==> config.mk <==
export PLATFORM = sky130hd
export DESIGN_NAME = multi_pwm_dimmer_flat
export DESIGN_NICKNAME = d
export VERILOG_FILES = /design/src/rtl/multi_pwm_dimmer_pkg.sv /design/src/rtl/multi_pwm_dimmer_if.sv /design/src/rtl/multi_pwm_dimmer_hold_repeat.sv /design/src/rtl/multi_pwm_dimmer.sv /design/src/flat_wrapper.sv
export SDC_FILE = /design/constraint.sdc
export NUM_CORES = 1
export LEC_CHECK = 0
export ABC_AREA = 0
export CAP_MARGIN = 20
export CORE_MARGIN = 4
export CORE_UTILIZATION = 35
export CTS_CLUSTER_SIZE = 40
export DETAILED_ROUTE_END_ITERATION = 16
export GPL_ROUTABILITY_DRIVEN = 1
export PLACE_DENSITY = 0.61
export SYNTH_ARGS = -nofsm -noshare
export SYNTH_HDL_FRONTEND = slang
export SYNTH_HIERARCHICAL = 1
export SYNTH_SLANG_ARGS = --single-unit
==> constraint.sdc <==
create_clock -name clk_50mhz -period 3.9 [get_ports clk_50mhz]
set_input_delay 0.39 -clock clk_50mhz [delete_from_list [all_inputs] [get_ports clk_50mhz]]
set_output_delay 0.39 -clock clk_50mhz [all_outputs]
set_load 0.005 [all_outputs]
==> src/rtl/multi_pwm_dimmer_pkg.sv <==
// Shared types, defaults and helpers for the multi-channel button PWM dimmer.
package multi_pwm_dimmer_pkg;

  localparam int unsigned LVL_W_DEF = 7;
  localparam int unsigned DIV_W_DEF = 20;

  typedef enum logic [1:0] {
    IDLE   = 2'd0,
    HOLD   = 2'd1,
    REPEAT = 2'd2
  } hold_state_t;

  // Index width that never collapses to zero bits for single-entry ranges.
  function automatic int unsigned clog2_min1(input int unsigned n);
    return (n <= 1) ? 1 : $clog2(n);
  endfunction

endpackage

==> src/rtl/multi_pwm_dimmer_if.sv <==
// Board-side bundle of the dimmer: three active-low buttons in, LED bar, PWM LEDs and channel index out.
interface multi_pwm_dimmer_if #(
  parameter int unsigned NUM_CH = 4,
  parameter int unsigned LVL_W  = 7,
  parameter int unsigned CH_W   = multi_pwm_dimmer_pkg::clog2_min1(NUM_CH)
);

  logic              button_up_n;
  logic              button_dn_n;
  logic              button_sel_n;
  logic [LVL_W-1:0]  led;
  logic [NUM_CH-1:0] pwm_led;
  logic [CH_W-1:0]   ch_sel;

  modport slave (
    input  button_up_n,
    input  button_dn_n,
    input  button_sel_n,
    output led,
    output pwm_led,
    output ch_sel
  );

  modport master (
    output button_up_n,
    output button_dn_n,
    output button_sel_n,
    input  led,
    input  pwm_led,
    input  ch_sel
  );

endinterface

==> src/rtl/multi_pwm_dimmer_hold_repeat.sv <==
// One button conditioner: 2-FF synchroniser and a tick-paced hold / auto-repeat
// state machine that emits single-cycle step strobes coincident with tick.
module multi_pwm_dimmer_hold_repeat
  import multi_pwm_dimmer_pkg::*;
#(
  parameter int unsigned HOLD_TICKS = 7
) (
  input  logic clk,
  input  logic rst_n,
  input  logic tick_i,
  input  logic btn_n_i,
  output logic pressed_o,
  output logic step_c
);

  localparam int unsigned HCNT_W = clog2_min1(HOLD_TICKS + 1);

  logic              meta_q;
  logic              pressed_q;
  hold_state_t       state_q;
  hold_state_t       state_d;
  logic [HCNT_W-1:0] hcnt_q;
  logic [HCNT_W-1:0] hcnt_d;

  // Synchroniser held in pressed polarity; the reset value means released.
  always_ff @(posedge clk or negedge rst_n) begin
    if (!rst_n) begin
      meta_q    <= 1'b0;
      pressed_q <= 1'b0;
    end else begin
      meta_q    <= ~btn_n_i;
      pressed_q <= meta_q;
    end
  end

  always_ff @(posedge clk or negedge rst_n) begin
    if (!rst_n) begin
      state_q <= IDLE;
      hcnt_q  <= '0;
    end else begin
      state_q <= state_d;
      hcnt_q  <= hcnt_d;
    end
  end

  always_comb begin
    state_d = state_q;
    hcnt_d  = hcnt_q;
    if (tick_i) begin
      case (state_q)
        IDLE: begin
          if (pressed_q) begin
            state_d = HOLD;
            hcnt_d  = HCNT_W'(1);
          end
        end
        HOLD: begin
          if (!pressed_q) begin
            state_d = IDLE;
          end else if (hcnt_q == HCNT_W'(HOLD_TICKS)) begin
            state_d = REPEAT;
          end else begin
            hcnt_d = hcnt_q + HCNT_W'(1);
          end
        end
        REPEAT: begin
          if (!pressed_q) state_d = IDLE;
        end
        default: state_d = IDLE;
      endcase
    end
  end

  // A step fires on the first pressed tick and on every tick while repeating.
  always_comb begin
    step_c = 1'b0;
    if (tick_i && pressed_q && (state_q == IDLE || state_q == REPEAT)) step_c = 1'b1;
  end

  assign pressed_o = pressed_q;

endmodule

==> src/rtl/multi_pwm_dimmer.sv <==
// Multi-channel LED dimmer: up/down/select buttons set per-channel levels driving
// first-order accumulator PWM. Build option MULTI_PWM_DIMMER_WRAP_EN wraps levels instead of saturating.
module multi_pwm_dimmer
  import multi_pwm_dimmer_pkg::*;
#(
  parameter int unsigned NUM_CH     = 4,
  parameter int unsigned LVL_W      = LVL_W_DEF,
  parameter int unsigned DIV_W      = DIV_W_DEF,
  parameter int unsigned HOLD_TICKS = 7,
  parameter int unsigned DISP_TICKS = 63
) (
  input logic               clk_50mhz,
  input logic               rst_n,
  multi_pwm_dimmer_if.slave bus
);

  localparam int unsigned CH_W   = clog2_min1(NUM_CH);
  localparam int unsigned DISP_W = clog2_min1(DISP_TICKS + 1);

  logic [DIV_W-1:0]  presc_q;
  logic              tick_c;
  logic              sel_meta_q;
  logic              sel_pressed_q;
  logic              sel_prev_q;
  logic              sel_edge_c;
  logic              up_pressed_c;
  logic              dn_pressed_c;
  logic              up_step_c;
  logic              dn_step_c;
  logic [CH_W-1:0]   ch_sel_q;
  logic [DISP_W-1:0] disp_q;
  logic [LVL_W-1:0]  level_q [NUM_CH];
  logic [LVL_W-1:0]  lvl_cur_c;
  logic [LVL_W-1:0]  lvl_new_c;
  logic [NUM_CH-1:0] pwm_n_c;
  logic [LVL_W-1:0]  led_q;

  always_ff @(posedge clk_50mhz or negedge rst_n) begin
    if (!rst_n) presc_q <= '0;
    else        presc_q <= presc_q + DIV_W'(1);
  end

  assign tick_c = &presc_q;

  multi_pwm_dimmer_hold_repeat #(.HOLD_TICKS(HOLD_TICKS)) u_up (
    .clk       (clk_50mhz),
    .rst_n     (rst_n),
    .tick_i    (tick_c),
    .btn_n_i   (bus.button_up_n),
    .pressed_o (up_pressed_c),
    .step_c    (up_step_c)
  );

  multi_pwm_dimmer_hold_repeat #(.HOLD_TICKS(HOLD_TICKS)) u_dn (
    .clk       (clk_50mhz),
    .rst_n     (rst_n),
    .tick_i    (tick_c),
    .btn_n_i   (bus.button_dn_n),
    .pressed_o (dn_pressed_c),
    .step_c    (dn_step_c)
  );

  // Select button: synchronise, then detect a new press from one tick to the next.
  always_ff @(posedge clk_50mhz or negedge rst_n) begin
    if (!rst_n) begin
      sel_meta_q    <= 1'b0;
      sel_pressed_q <= 1'b0;
      sel_prev_q    <= 1'b0;
    end else begin
      sel_meta_q    <= ~bus.button_sel_n;
      sel_pressed_q <= sel_meta_q;
      if (tick_c) sel_prev_q <= sel_pressed_q;
    end
  end

  assign sel_edge_c = tick_c & sel_pressed_q & ~sel_prev_q;

  always_ff @(posedge clk_50mhz or negedge rst_n) begin
    if (!rst_n) begin
      ch_sel_q <= '0;
    end else if (sel_edge_c) begin
      ch_sel_q <= (ch_sel_q == CH_W'(NUM_CH - 1)) ? '0 : ch_sel_q + CH_W'(1);
    end
  end

  always_ff @(posedge clk_50mhz or negedge rst_n) begin
    if (!rst_n) begin
      disp_q <= '0;
    end else if (tick_c) begin
      if (up_pressed_c || dn_pressed_c || sel_pressed_q) disp_q <= DISP_W'(DISP_TICKS);
      else if (disp_q != '0)                             disp_q <= disp_q - DISP_W'(1);
    end
  end

  assign lvl_cur_c = level_q[ch_sel_q];

  // Opposing steps in the same tick cancel; the step lands on the pre-select channel.
  always_comb begin
    lvl_new_c = lvl_cur_c;
    if (up_step_c && !dn_step_c) begin
`ifdef MULTI_PWM_DIMMER_WRAP_EN
      lvl_new_c = lvl_cur_c + LVL_W'(1);
`else
      if (!(&lvl_cur_c)) lvl_new_c = lvl_cur_c + LVL_W'(1);
`endif
    end else if (dn_step_c && !up_step_c) begin
`ifdef MULTI_PWM_DIMMER_WRAP_EN
      lvl_new_c = lvl_cur_c - LVL_W'(1);
`else
      if (|lvl_cur_c) lvl_new_c = lvl_cur_c - LVL_W'(1);
`endif
    end
  end

  always_ff @(posedge clk_50mhz or negedge rst_n) begin
    if (!rst_n) begin
      for (int unsigned i = 0; i < NUM_CH; i++) level_q[i] <= '0;
    end else if (up_step_c ^ dn_step_c) begin
      level_q[ch_sel_q] <= lvl_new_c;
    end
  end

  // Per-channel accumulator; the carry out of each add is the PWM on-pulse.
  for (genvar g = 0; g < NUM_CH; g++) begin : g_pwm
    logic [LVL_W-1:0] acc_q;
    logic             pwm_n_q;
    logic [LVL_W:0]   sum_c;

    assign sum_c = {1'b0, acc_q} + {1'b0, level_q[g]};

    always_ff @(posedge clk_50mhz or negedge rst_n) begin
      if (!rst_n) begin
        acc_q   <= '0;
        pwm_n_q <= 1'b1;
      end else begin
        acc_q   <= sum_c[LVL_W-1:0];
        pwm_n_q <= ~sum_c[LVL_W];
      end
    end

    assign pwm_n_c[g] = pwm_n_q;
  end

  // Bar shows the selected level while the display timer runs, else mirrors its PWM.
  always_ff @(posedge clk_50mhz or negedge rst_n) begin
    if (!rst_n)             led_q <= '1;
    else if (disp_q != '0)  led_q <= ~lvl_cur_c;
    else                    led_q <= {LVL_W{pwm_n_c[ch_sel_q]}};
  end

  assign bus.led     = led_q;
  assign bus.pwm_led = pwm_n_c;
  assign bus.ch_sel  = ch_sel_q;

endmodule

==> src/flat_wrapper.sv <==
// flat-port wrapper written by rule: the top's interface ports become plain ports
module multi_pwm_dimmer_flat import multi_pwm_dimmer_pkg::*;
#(
  parameter int unsigned NUM_CH     = 4,
  parameter int unsigned LVL_W      = LVL_W_DEF,
  parameter int unsigned DIV_W      = DIV_W_DEF,
  parameter int unsigned HOLD_TICKS = 7,
  parameter int unsigned DISP_TICKS = 63
)
  (clk_50mhz, rst_n, bus_button_up_n, bus_button_dn_n, bus_button_sel_n, bus_led, bus_pwm_led, bus_ch_sel);
  multi_pwm_dimmer_if #(.NUM_CH(NUM_CH), .LVL_W(LVL_W)) bus_i ();
  input logic clk_50mhz;
  input logic rst_n;
  input wire logic [$bits(bus_i.button_up_n)-1:0] bus_button_up_n;
  input wire logic [$bits(bus_i.button_dn_n)-1:0] bus_button_dn_n;
  input wire logic [$bits(bus_i.button_sel_n)-1:0] bus_button_sel_n;
  output wire logic [$bits(bus_i.led)-1:0] bus_led;
  output wire logic [$bits(bus_i.pwm_led)-1:0] bus_pwm_led;
  output wire logic [$bits(bus_i.ch_sel)-1:0] bus_ch_sel;
  assign bus_i.button_up_n = bus_button_up_n;
  assign bus_i.button_dn_n = bus_button_dn_n;
  assign bus_i.button_sel_n = bus_button_sel_n;
  assign bus_led = bus_i.led;
  assign bus_pwm_led = bus_i.pwm_led;
  assign bus_ch_sel = bus_i.ch_sel;
  multi_pwm_dimmer #(.NUM_CH(NUM_CH), .LVL_W(LVL_W), .DIV_W(DIV_W), .HOLD_TICKS(HOLD_TICKS), .DISP_TICKS(DISP_TICKS)) u_core (.clk_50mhz(clk_50mhz), .rst_n(rst_n), .bus(bus_i));
endmodule
==> results of run 1 <==
area by class of cell:
cell class,instances,area share
well taps,216,0.0423
inverters,44,0.0259
flip-flops and latches,112,0.441
repair buffers,21,0.0314
clock buffers,12,0.0417
clock inverters,4,0.00412
multi-input cells,341,0.413
registers in the layout, summed over array words and instances, names as in the netlist, 2 cells and up:
| register | flops |
|---|---|
| u_core/g_pwm.acc_q | 28 |
| u_core/level_q | 28 |
| u_core/presc_q | 20 |
| u_core/bus.led | 7 |
| u_core/disp_q | 6 |
| u_core/g_pwm.pwm_n_q | 4 |
| u_core/u_dn/hcnt_q | 3 |
| u_core/u_up/hcnt_q | 3 |
| u_core/bus.ch_sel | 2 |
| u_core/u_dn/state_q | 2 |
| u_core/u_up/state_q | 2 |
metal layers:
layer	global-route usage	wire length, um	vias up
li1	-	-	1800
met1	0.172	5210	1782
met2	0.187	4660	53
met3	0.0360	432	11
met4	0.0459	172	0
met5	0	0	-
power by group:
part            total, W  switching, W  internal (W)
clock           0.000901      0.000414      0.000486
sequential       0.00117    0.00000180       0.00116
combinational  0.0000297     0.0000238    0.00000588
total            0.00210      0.000440       0.00166
cell usage in the layout, fill, tap and decap left out, types with 2 or more instances in the layout:
cell,count
a211oi_4,2
a21o_1,8
a21oi_1,31
a22o_1,2
a31oi_1,5
and3_1,7
and4_1,4
buf_4,4
clkbuf_16,9
clkbuf_8,3
clkdlybuf4s50_1,16
clkinv_2,2
dfrtp_1,101
dfstp_2,11
fa_1,4
ha_1,44
inv_1,44
mux2_2,3
mux2_4,2
mux2i_1,9
mux4_2,7
nand2_1,48
nand2_2,2
nand2b_1,7
nand3_1,11
nand4_1,4
nand4b_1,2
nor2_1,19
nor3_1,11
o21ai_0,21
o21ai_1,12
o21bai_1,12
xnor2_1,30
xor2_1,12
cells by family (layout without fill, tap and decap cells):
| family | after synthesis | in the layout | synth area share |
|---|---|---|---|
| flip-flops | 112 | 112 | 0.493 |
| XOR/XNOR | 43 | 43 | 0.0672 |
| AND/OR/NAND/NOR | 125 | 125 | 0.110 |
| buffers and inverters | 60 | 81 | 0.0466 |
| adder cells (fa/ha/maj) | 48 | 48 | 0.110 |
| AO/OA/AOI/OAI | 103 | 103 | 0.114 |
| multiplexers | 22 | 22 | 0.0591 |
what timing repair did:
action | CTS | global route
hold buffers | 1 | 0
hold endpoints to repair | 30 | 0
endpoints found under the setup margin | 0 | 7
gates resized for setup | 0 | 1
worst min-delay path by stage:
stage | startpoint | end | slack, ns | cells after the start
final | u_core/u_dn/meta_q | u_core/u_dn/pressed_o | 0.35 | 0
after global routing | u_core/u_dn/meta_q | u_core/u_dn/pressed_o | 0.37 | 0
after CTS | u_core/u_dn/meta_q | u_core/u_dn/pressed_o | 0.35 | 0
after detailed placement | u_core/sel_meta_q | u_core/sel_pressed_q | 0.34 | 0
after global placement | u_core/u_dn/meta_q | u_core/u_dn/pressed_o | 0.34 | 0
after floorplan | rst_n | u_core/bus.ch_sel[0] | 0.09 | 0
stage by stage:
stage	utilization	total power (W)
2_1_floorplan	-	0.00119
3_3_place_gp	0.381	0.00122
3_5_place_dp	0.381	0.00122
4_1_cts	0.400	0.00213
5_1_grt	0.400	0.00218
6_report	0.400	0.00210
worst register-to-register path: cells and delay by family (launching register included):
family	cells	cell delay, ns
flops	1	0.39
compound gates	1	0.30
fa+ha+maj	2	0.43
mux	1	0.14
buf+inv	2	0.34
simple gates	8	1.71
xor+xnor	1	0.15
==> run summary, run 1 <==
maximum resistive drop on vdd: 0.186 mV
initial antenna violation count: 0
result of the run: complete, no violations
setup repair after global routing missed its margin: no
Bufs on Longest Clock Path: 2
max cap viols: 0
DRC Markers: 0
flop and latch count out of synthesis: 112
area taken by multi-input logic gates: 2640 um2
Post-Place Worst Slack: 0.306 ns
Layout Cell Area excl Fill: 6380 um2
initial cell density of the core: 0.358
largest net degree at the start of global routing: 42
Worst-path clk slew: 0.07 ns
fraction of registers with async set/reset: 1.00
instance count after placement with tap cells included: 733
maximum fanout along the worst path: 6
Hold/Removal Path Class: flop to flop
final instance count without filler cells: 750
count of standard-cell rows: 46
category of the worst setup path launch point: flop
Syn. warnings: 6
dpl cell area: 6070 um2
fraction of layout instances using a drive strength above 1: 0.109
WP depth: 15
routability congestion estimate: 0.792
endpoint of the worst setup timing path: u_core/level_q[26]
htree depth: 3
half-perimeter wire length of the detailed placement result: 7790 um
synthesis-to-finish area growth: 11.7%
FF-to-FF path depth: 15
cell with the largest stage delay on the worst path: dfrtp_1
total standard cell area after synthesis: 5720 um2
TNS Setup: 0 ns
top cells by area in the synthesized netlist: dfrtp_1, ha_1, dfstp_2
Hold WS: 0.350 ns
Avg WL per Cell: 14.0 um
sequential cell area: 2820 um2
crit-path cells: ha_1, and3_1, and4_1, and4_1, nand4_1, inv_1, nand2_2, nor2_1, ha_1, inv_1, nor4_2, nand2_1, xor2_1, o31a_1, mux2i_1
startpoint of the worst-slack reg-to-reg timing path: u_core/presc_q[0]
Via density: 4.86
Leak Pwr: 2.97 nW
number of filler instances in the final layout: 1510
Netlist cell types: 54
first-iteration detailed-routing DRC count: 170
fmax: 0.282 GHz
leading post-synthesis cells by instance count: dfrtp_1, nand2_1, ha_1, inv_1, a21oi_1
Setup violations, final: 0
I/O pin total: 18
register-to-register path setup slack: 0.35 ns
Inserted Diodes: 0
floorplan die width: 136 um
post-layout min period: 3.55 ns
critical path data required time: 4.18 ns
CP endpoint kind: flop
post-synthesis net count: 566
clock tree from TritonCTS: built
Critical Setup Path Class: flop to flop
total congestion overflow: 0
post-synthesis sequential area ratio: 0.493
Synth Instances: 513
total count of hold-check failures in the final report: 0
Die Footprint: 18400 um2
buffers inserted during post-CTS setup optimization: 0
leading register cell type out of synthesis: dfrtp_1
cell type with the highest aggregate area in the netlist: dfrtp_1
crit-path leading delay family: simple AND/OR/NAND/NOR gates
total track usage: 0.125
Reg-to-Reg End: u_core/level_q[26]
biggest cell delay along the critical path: 0.39 ns
Tightest Pin Transition: 0.943 ns
count of TritonRoute iterations in the first routing pass: 5
final WL: 10500 um
share of the synthesized area in the top cell type: 0.442
Worst Path Arrival: 3.82 ns
PnR worst setup slack: 0.354 ns
Core ar.: 15900 um2
critical path launch point: u_core/presc_q[0]
clock tree root driver cell: clkbuf_16
antenna-violating nets left: 0
CTS sink cnt: 112
crit share post-route: 0.909
syn_area_per_cell: 11.1 um2
count of pins over their slew limit: 0
first-pass GRT wire length: 18000 um
vertical die dimension: 136 um
worst slew margin relative to its limit: 0.368
total number of vias: 3646
number of buffers and inverters on the critical path: 2
EDFF count, synth: 0
NumNets Final: 582
number of clock buffers inserted by TritonCTS: 9
top-count cell post-synth: dfrtp_1
power density cells: 328 nW/um2
Fin Clk Skew: 0.00555 ns
number of global-route vias before repair: 3675
IO buf count: 17
later-pin clock latency in the skew report: 0.35 ns
No activity file was read; power rests on OpenSTA's default activity.
==> run 2: changes to the inputs <==
==> constraint.sdc (replaced) <==
create_clock -name clk_50mhz -period 3.9 [get_ports clk_50mhz]
set_input_delay 0.78 -clock clk_50mhz [delete_from_list [all_inputs] [get_ports clk_50mhz]]
set_output_delay 0.78 -clock clk_50mhz [all_outputs]
set_load 0.005 [all_outputs]
==> run 2 against run 1 <==
- count of clock-buffer cells in the layout is 3 lower
- sequential power hardly changed
- maximum frequency is 1.6% higher
- worst setup slack better by 0.056 ns
- clock skew is 0.0050 ns higher
- critical path type unchanged
==> run summary, run 2 (same netlist as run 1, synthesis figures left out) <==
I/O pin total: 18 (unchanged)
Via density: 4.91 (+1.0%)
TNS Setup: 0 ns (unchanged)
max layer used: met4
routed length on met3: 348 um (-19%)
largest net degree at the start of global routing: 87 (+110%)
Critical Setup Path Class: flop to flop
crit share post-route: 0.895 (-0.0144)
Hold/Removal Path Class: flop to flop
total track usage: 0.128 (+0.00308)
Tightest Pin Transition: 0.903 ns (-0.0402 ns)
biggest cell delay along the critical path: 0.39 ns (about the same)
Bufs on Longest Clock Path: 2 (unchanged)
power density cells: 343 nW/um2 (+4.4%)
first-pass GRT wire length: 18400 um (+2.1%)
Inserted Diodes: 0 (unchanged)
Die Footprint: 18400 um2 (unchanged)
initial cell density of the core: 0.358 (unchanged)
synthesis-to-finish area growth: 12.5%
count of standard-cell rows: 46 (unchanged)
later-pin clock latency in the skew report: 0.36 ns (about the same)
setup repair after global routing missed its margin: no
crit-path leading delay family: simple AND/OR/NAND/NOR gates
maximum fanout along the worst path: 6 (unchanged)
total count of hold-check failures in the final report: 0 (unchanged)
Fin Clk Skew: 0.0105 ns (+0.00497 ns)
CP endpoint kind: flop
highest-count cells in the layout ignoring fill and taps: dfrtp_1, nand2_1, inv_1, ha_1, a21oi_1
post-layout min period: 3.49 ns (-0.0562 ns)
IO buf count: 17 (unchanged)
dpl cell area: 6070 um2 (-0.12%)
maximum resistive drop on vdd: 0.207 mV (+12%)
category of the worst setup path launch point: flop
fmax: 0.287 GHz (+1.6%)
Worst Path Arrival: 3.78 ns (-0.04 ns)
routability congestion estimate: 0.824 (+4.0%)
Worst-path clk slew: 0.08 ns (about the same)
number of clock buffers inserted by TritonCTS: 9 (unchanged)
fraction of layout instances using a drive strength above 1: 0.109 (+0.000204)
routed length on met1: 5150 um (-1.1%)
half-perimeter wire length of the detailed placement result: 7850 um (+0.73%)
clock tree root driver cell: clkbuf_16
Setup violations, final: 0 (unchanged)
number of buffers and inverters on the critical path: 2 (unchanged)
max cap viols: 0 (unchanged)
result of the run: complete, no violations
Avg WL per Cell: 14.3 um (+2.6%)
vertical die dimension: 136 um (unchanged)
Core ar.: 15900 um2 (unchanged)
final WL: 10700 um (+2.4%)
count of TritonRoute iterations in the first routing pass: 4 (-1)
antenna-violating nets left: 0 (unchanged)
registers with the highest flip-flop counts: u_core/g_pwm.acc_q: 28 flops, u_core/level_q: 28 flops, u_core/presc_q: 20 flops
NumNets Final: 581 (-0.17%)
most common cell after layout, fill and taps aside: dfrtp_1
Layout Cell Area excl Fill: 6430 um2 (+0.73%)
total congestion overflow: 0 (unchanged)
worst slew margin relative to its limit: 0.395 (+0.0269)
Leak Pwr: 2.98 nW (+0.41%)
first-iteration detailed-routing DRC count: 247 (+45%)
count of hold buffers inserted by post-cts repair: 0 (-1)
floorplan die width: 136 um (unchanged)
clock tree from TritonCTS: built
htree depth: 3 (unchanged)
crit-path cells: ha_1, and3_1, and4_1, and4_1, nand4_1, inv_1, nand2_2, nor2_1, ha_1, inv_1, nor4_2, nand2_1, xor2_1, o31a_1, mux2i_1
cell with the largest stage delay on the worst path: dfrtp_1
critical path data required time: 4.19 ns (about the same)
count of pins over their slew limit: 0 (unchanged)
detailed route wirelength on metal2: 5010 um (+7.6%)
CTS sink cnt: 112 (unchanged)
DRC Markers: 0 (unchanged)
number of global-route vias before repair: 3708 (+0.90%)
initial antenna violation count: 0 (unchanged)
total number of vias: 3679 (+0.91%)
run 2: changes by cell type in the layout (fill, tap and decap cells not counted):
| cell | previous run | this run |
|---|---|---|
| bufinv_16 | 0 | 2 |
| dlygate4sd3_1 | 1 | 0 |
| clkinv_2 | 2 | 0 |
| clkbuf_8 | 3 | 0 |
| buf_16 | 0 | 1 |
| buf_4 | 4 | 3 |
| inv_8 | 0 | 1 |
| clkinvlp_4 | 1 | 2 |
| clkinv_4 | 0 | 1 |
run 2: repair_timing:
item,CTS,global route
gates resized for setup,0,1
hold endpoints to repair,0,0
setup endpoints to repair,0,2
buffers inserted,0,0
run 2: layer usage:
metal,global-route usage,up-vias
li1,-,1793
met1,0.171,1821
met2,0.197,55
met3,0.0375,10
met4,0.0482,0
met5,0,-
run 2: metrics by stage:
stage               power, W  instances  setup WS, ns   util  hold slack, ns
floorplan            0.00119        513         0.755      -           0.331
global placement     0.00122        732         0.465  0.381           0.336
detailed placement   0.00122        732         0.313  0.381           0.338
CTS                  0.00224        748         0.274  0.401           0.355
global route         0.00230        749        0.0569  0.403           0.358
finish               0.00221        749         0.410  0.403           0.352
run 2: area by class of cell:
type,instances,area [um2]
fill,1520,9510
sequential,112,2820
multi-input combinational,341,2640
tap,216,270
clock buffer,9,225
timing repair buffer,20,210
inverter,44,165
clock inverter,7,104
run 2: where the power goes:
group | switching (W) | internal, W | total, W | leakage (nW)
combinational | 0.0000244 | 0.00000812 | 0.0000325 | 1.33
clock | 0.000436 | 0.000571 | 0.00101 | 0.154
sequential | 0.00000198 | 0.00116 | 0.00117 | 1.50
total | 0.000463 | 0.00174 | 0.00221 | 2.98
run 2: final timing paths:
| check | from | to | slack (ns) | cells past startpoint |
|---|---|---|---|---|
| max | u_core/presc_q[0] | u_core/level_q[26] | 0.41 | 15 |
| min | u_core/u_up/meta_q | u_core/u_up/pressed_o | 0.35 | 0 |
| max reg2reg | u_core/presc_q[0] | u_core/level_q[26] | 0.41 | 15 |
| min reg2reg | u_core/u_up/meta_q | u_core/u_up/pressed_o | 0.35 | 0 |
| max in group asynchronous | rst_n | u_core/presc_q[18] | 2.67 | 3 |
| min in group asynchronous | rst_n | u_core/g_pwm[3].acc_q[4] | 0.36 | 1 |
==> run 3: changes to the inputs <==
CORE_UTILIZATION = 45   (was 35)
PLACE_DENSITY = 0.72   (was 0.61)
==> run 3 against run 2 <==
- die area decreased by 21%
- utilization increased by 11 points
- first-iteration DRC count is 5.3% lower
- register-to-register slack is essentially flat
- maximum frequency barely moved
- clock power shrank 16%
- critical path depth stayed put
- combinational power about the same
- critical path type unchanged
==> run summary, run 3 (same netlist as run 1, synthesis figures left out) <==
largest net degree at the start of global routing: 78 (-10%)
half-perimeter wire length of the detailed placement result: 7660 um (-2.4%)
IO buf count: 17 (unchanged)
most common cell after layout, fill and taps aside: dfrtp_1
antenna-violating nets left: 0 (unchanged)
count of hold buffers inserted by post-cts repair: 0 (unchanged)
maximum resistive drop on vdd: 0.196 mV (-5.2%)
net switching share of the total power: 0.207 (-0.00301)
Tightest Pin Transition: 0.850 ns (-0.0529 ns)
first-pass GRT wire length: 18100 um (-1.5%)
initial antenna violation count: 0 (unchanged)
max cap viols: 0 (unchanged)
register-to-register path setup slack: 0.41 ns (about the same)
number of filler instances in the final layout: 1112 (-27%)
total congestion overflow: 0 (unchanged)
worst slew margin relative to its limit: 0.430 (+0.0355)
Critical Setup Path Class: flop to flop
cell with the largest stage delay on the worst path: dfrtp_1
final WL: 10500 um (-2.0%)
count of standard-cell rows: 40 (-13%)
startpoint of the worst-slack reg-to-reg timing path: u_core/presc_q[0]
Inserted Diodes: 0 (unchanged)
biggest cell delay along the critical path: 0.39 ns (about the same)
htree depth: 3 (unchanged)
fmax: 0.287 GHz (about the same)
total count of hold-check failures in the final report: 0 (unchanged)
part of the power in the clock network: 0.414 (-0.043)
FF-to-FF path depth: 15 (unchanged)
registers with the highest flip-flop counts: u_core/g_pwm.acc_q: 28 flops, u_core/level_q: 28 flops, u_core/presc_q: 20 flops
maximum fanout along the worst path: 6 (unchanged)
TNS Setup: 0 ns (unchanged)
Avg WL per Cell: 15.0 um (+4.7%)
vertical die dimension: 121 um (-11%)
fraction of layout instances using a drive strength above 1: 0.103 (-0.00563)
post-layout min period: 3.49 ns (-0.00232 ns)
buffers inserted during post-CTS setup optimization: 0 (unchanged)
number of clock buffers inserted by TritonCTS: 9 (unchanged)
count of TritonRoute iterations in the first routing pass: 4 (unchanged)
Fin Clk Skew: 0.00727 ns (-0.00326 ns)
DRC Markers: 0 (unchanged)
result of the run: complete, no violations
post-CTS resize count: 0 (unchanged)
initial cell density of the core: 0.468 (+0.110)
number of buffers and inverters on the critical path: 2 (unchanged)
area taken by multi-input logic gates: 2640 um2 (unchanged)
clock tree from TritonCTS: built
critical path data required time: 4.17 ns (-0.02 ns)
critical path launch point: u_core/presc_q[0]
crit-path leading delay family: simple AND/OR/NAND/NOR gates
Reg-to-Reg End: u_core/level_q[26]
category of the worst setup path launch point: flop
Finished Core Util: 0.518 (+0.114)
Int Pwr: 0.00162 W (-6.9%)
CP endpoint kind: flop
routability congestion estimate: 0.823 (-0.16%)
Setup violations, final: 0 (unchanged)
Bufs on Longest Clock Path: 2 (unchanged)
total number of vias: 3761 (+2.2%)
first-iteration detailed-routing DRC count: 234 (-5.3%)
total track usage: 0.158 (+0.0299)
synthesis-to-finish area growth: 10.6%
setup repair after global routing missed its margin: no
combinational share of power: 0.016 (about the same)
Die Footprint: 14600 um2 (-21%)
crit-path cells: ha_1, and3_1, and4_1, and4_1, nand4_1, inv_1, nand2_2, nor2_1, ha_1, inv_1, nor4_2, nand2_1, xor2_1, o31a_1, mux2i_1
floorplan die width: 121 um (-11%)
highest-count cells in the layout ignoring fill and taps: dfrtp_1, nand2_1, inv_1, ha_1, a21oi_1
Via density: 5.37 (+9.2%)
count of pins over their slew limit: 0 (unchanged)
Worst Path Arrival: 3.76 ns (-0.02 ns)
number of global-route vias before repair: 3740 (+0.86%)
clock tree root driver cell: clkbuf_16
CTS sink cnt: 112 (unchanged)
sequential cell area: 2820 um2 (unchanged)
Hold/Removal Path Class: input pin to async pin
Worst-path clk slew: 0.07 ns (about the same)
later-pin clock latency in the skew report: 0.35 ns (about the same)
Core ar.: 12200 um2 (-23%)
crit share post-route: 0.894 (about the same)
NumNets Final: 581 (unchanged)
net load switching power: 0.000423 W (-8.6%)
power density cells: 324 nW/um2 (-5.6%)
Leak Pwr: 2.96 nW (-0.65%)
sequential fraction of design power: 0.570 (+0.041)
I/O pin total: 18 (unchanged)
==> run 3: cell types whose count changed in the layout (fill, tap and decap cells not counted), sizes merged <==
cell	delta
clkinv	+1
clkbuf	+4
inv	-2
bufinv	-2
clkinvlp	-1
==> run 3: worst max-delay path by stage <==
| stage | endpoint | slack, ns | depth (start not counted) |
|---|---|---|---|
| after floorplan | u_core/level_q[12] | 0.76 | 15 |
| after global placement | u_core/level_q[19] | 0.49 | 15 |
| after detailed placement | u_core/level_q[12] | 0.33 | 15 |
| after CTS | u_core/level_q[26] | 0.32 | 15 |
| after global routing | u_core/level_q[12] | 0.02 | 15 |
| final | u_core/level_q[26] | 0.41 | 15 |
==> run 3: power by group through the flow <==
stage / combinational [W] / sequential (W) / clock (W)
6_report: 0.0000326 / 0.00117 / 0.000847
4_1_cts: 0.0000311 / 0.00117 / 0.000871
3_3_place_gp: 0.0000300 / 0.00119 / 0
2_1_floorplan: 0.00000158 / 0.00119 / 0
5_1_grt: 0.0000391 / 0.00117 / 0.000913
3_5_place_dp: 0.0000312 / 0.00119 / 0
==> run 3: metrics by stage <==
step	hold WS, ns	worst slack, ns	cells	power (W)	area (um2)
floorplan	0.331	0.755	513	0.00119	5720
global placement	0.333	0.488	684	0.00122	6020
detailed placement	0.340	0.331	684	0.00122	6020
CTS	0.357	0.325	700	0.00207	6290
global route	0.223	0.0198	701	0.00212	6320
finish	0.226	0.413	701	0.00205	6320
==> run 3: layout make-up <==
class	instances	area share
Clock buffer	13	0.0396
Sequential cell	112	0.446
Timing Repair Buffer	20	0.0352
Inverter	44	0.0261
Clock inverter	3	0.00277
Multi-Input combinational cell	341	0.417
Tap cell	168	0.0333
==> run 3: metal layers <==
metal | global-route usage | share of wire
met4 | 0.0687 | 0.021
met2 | 0.247 | 0.48
met5 | 0 | 0
met1 | 0.217 | 0.46
met3 | 0.0267 | 0.046
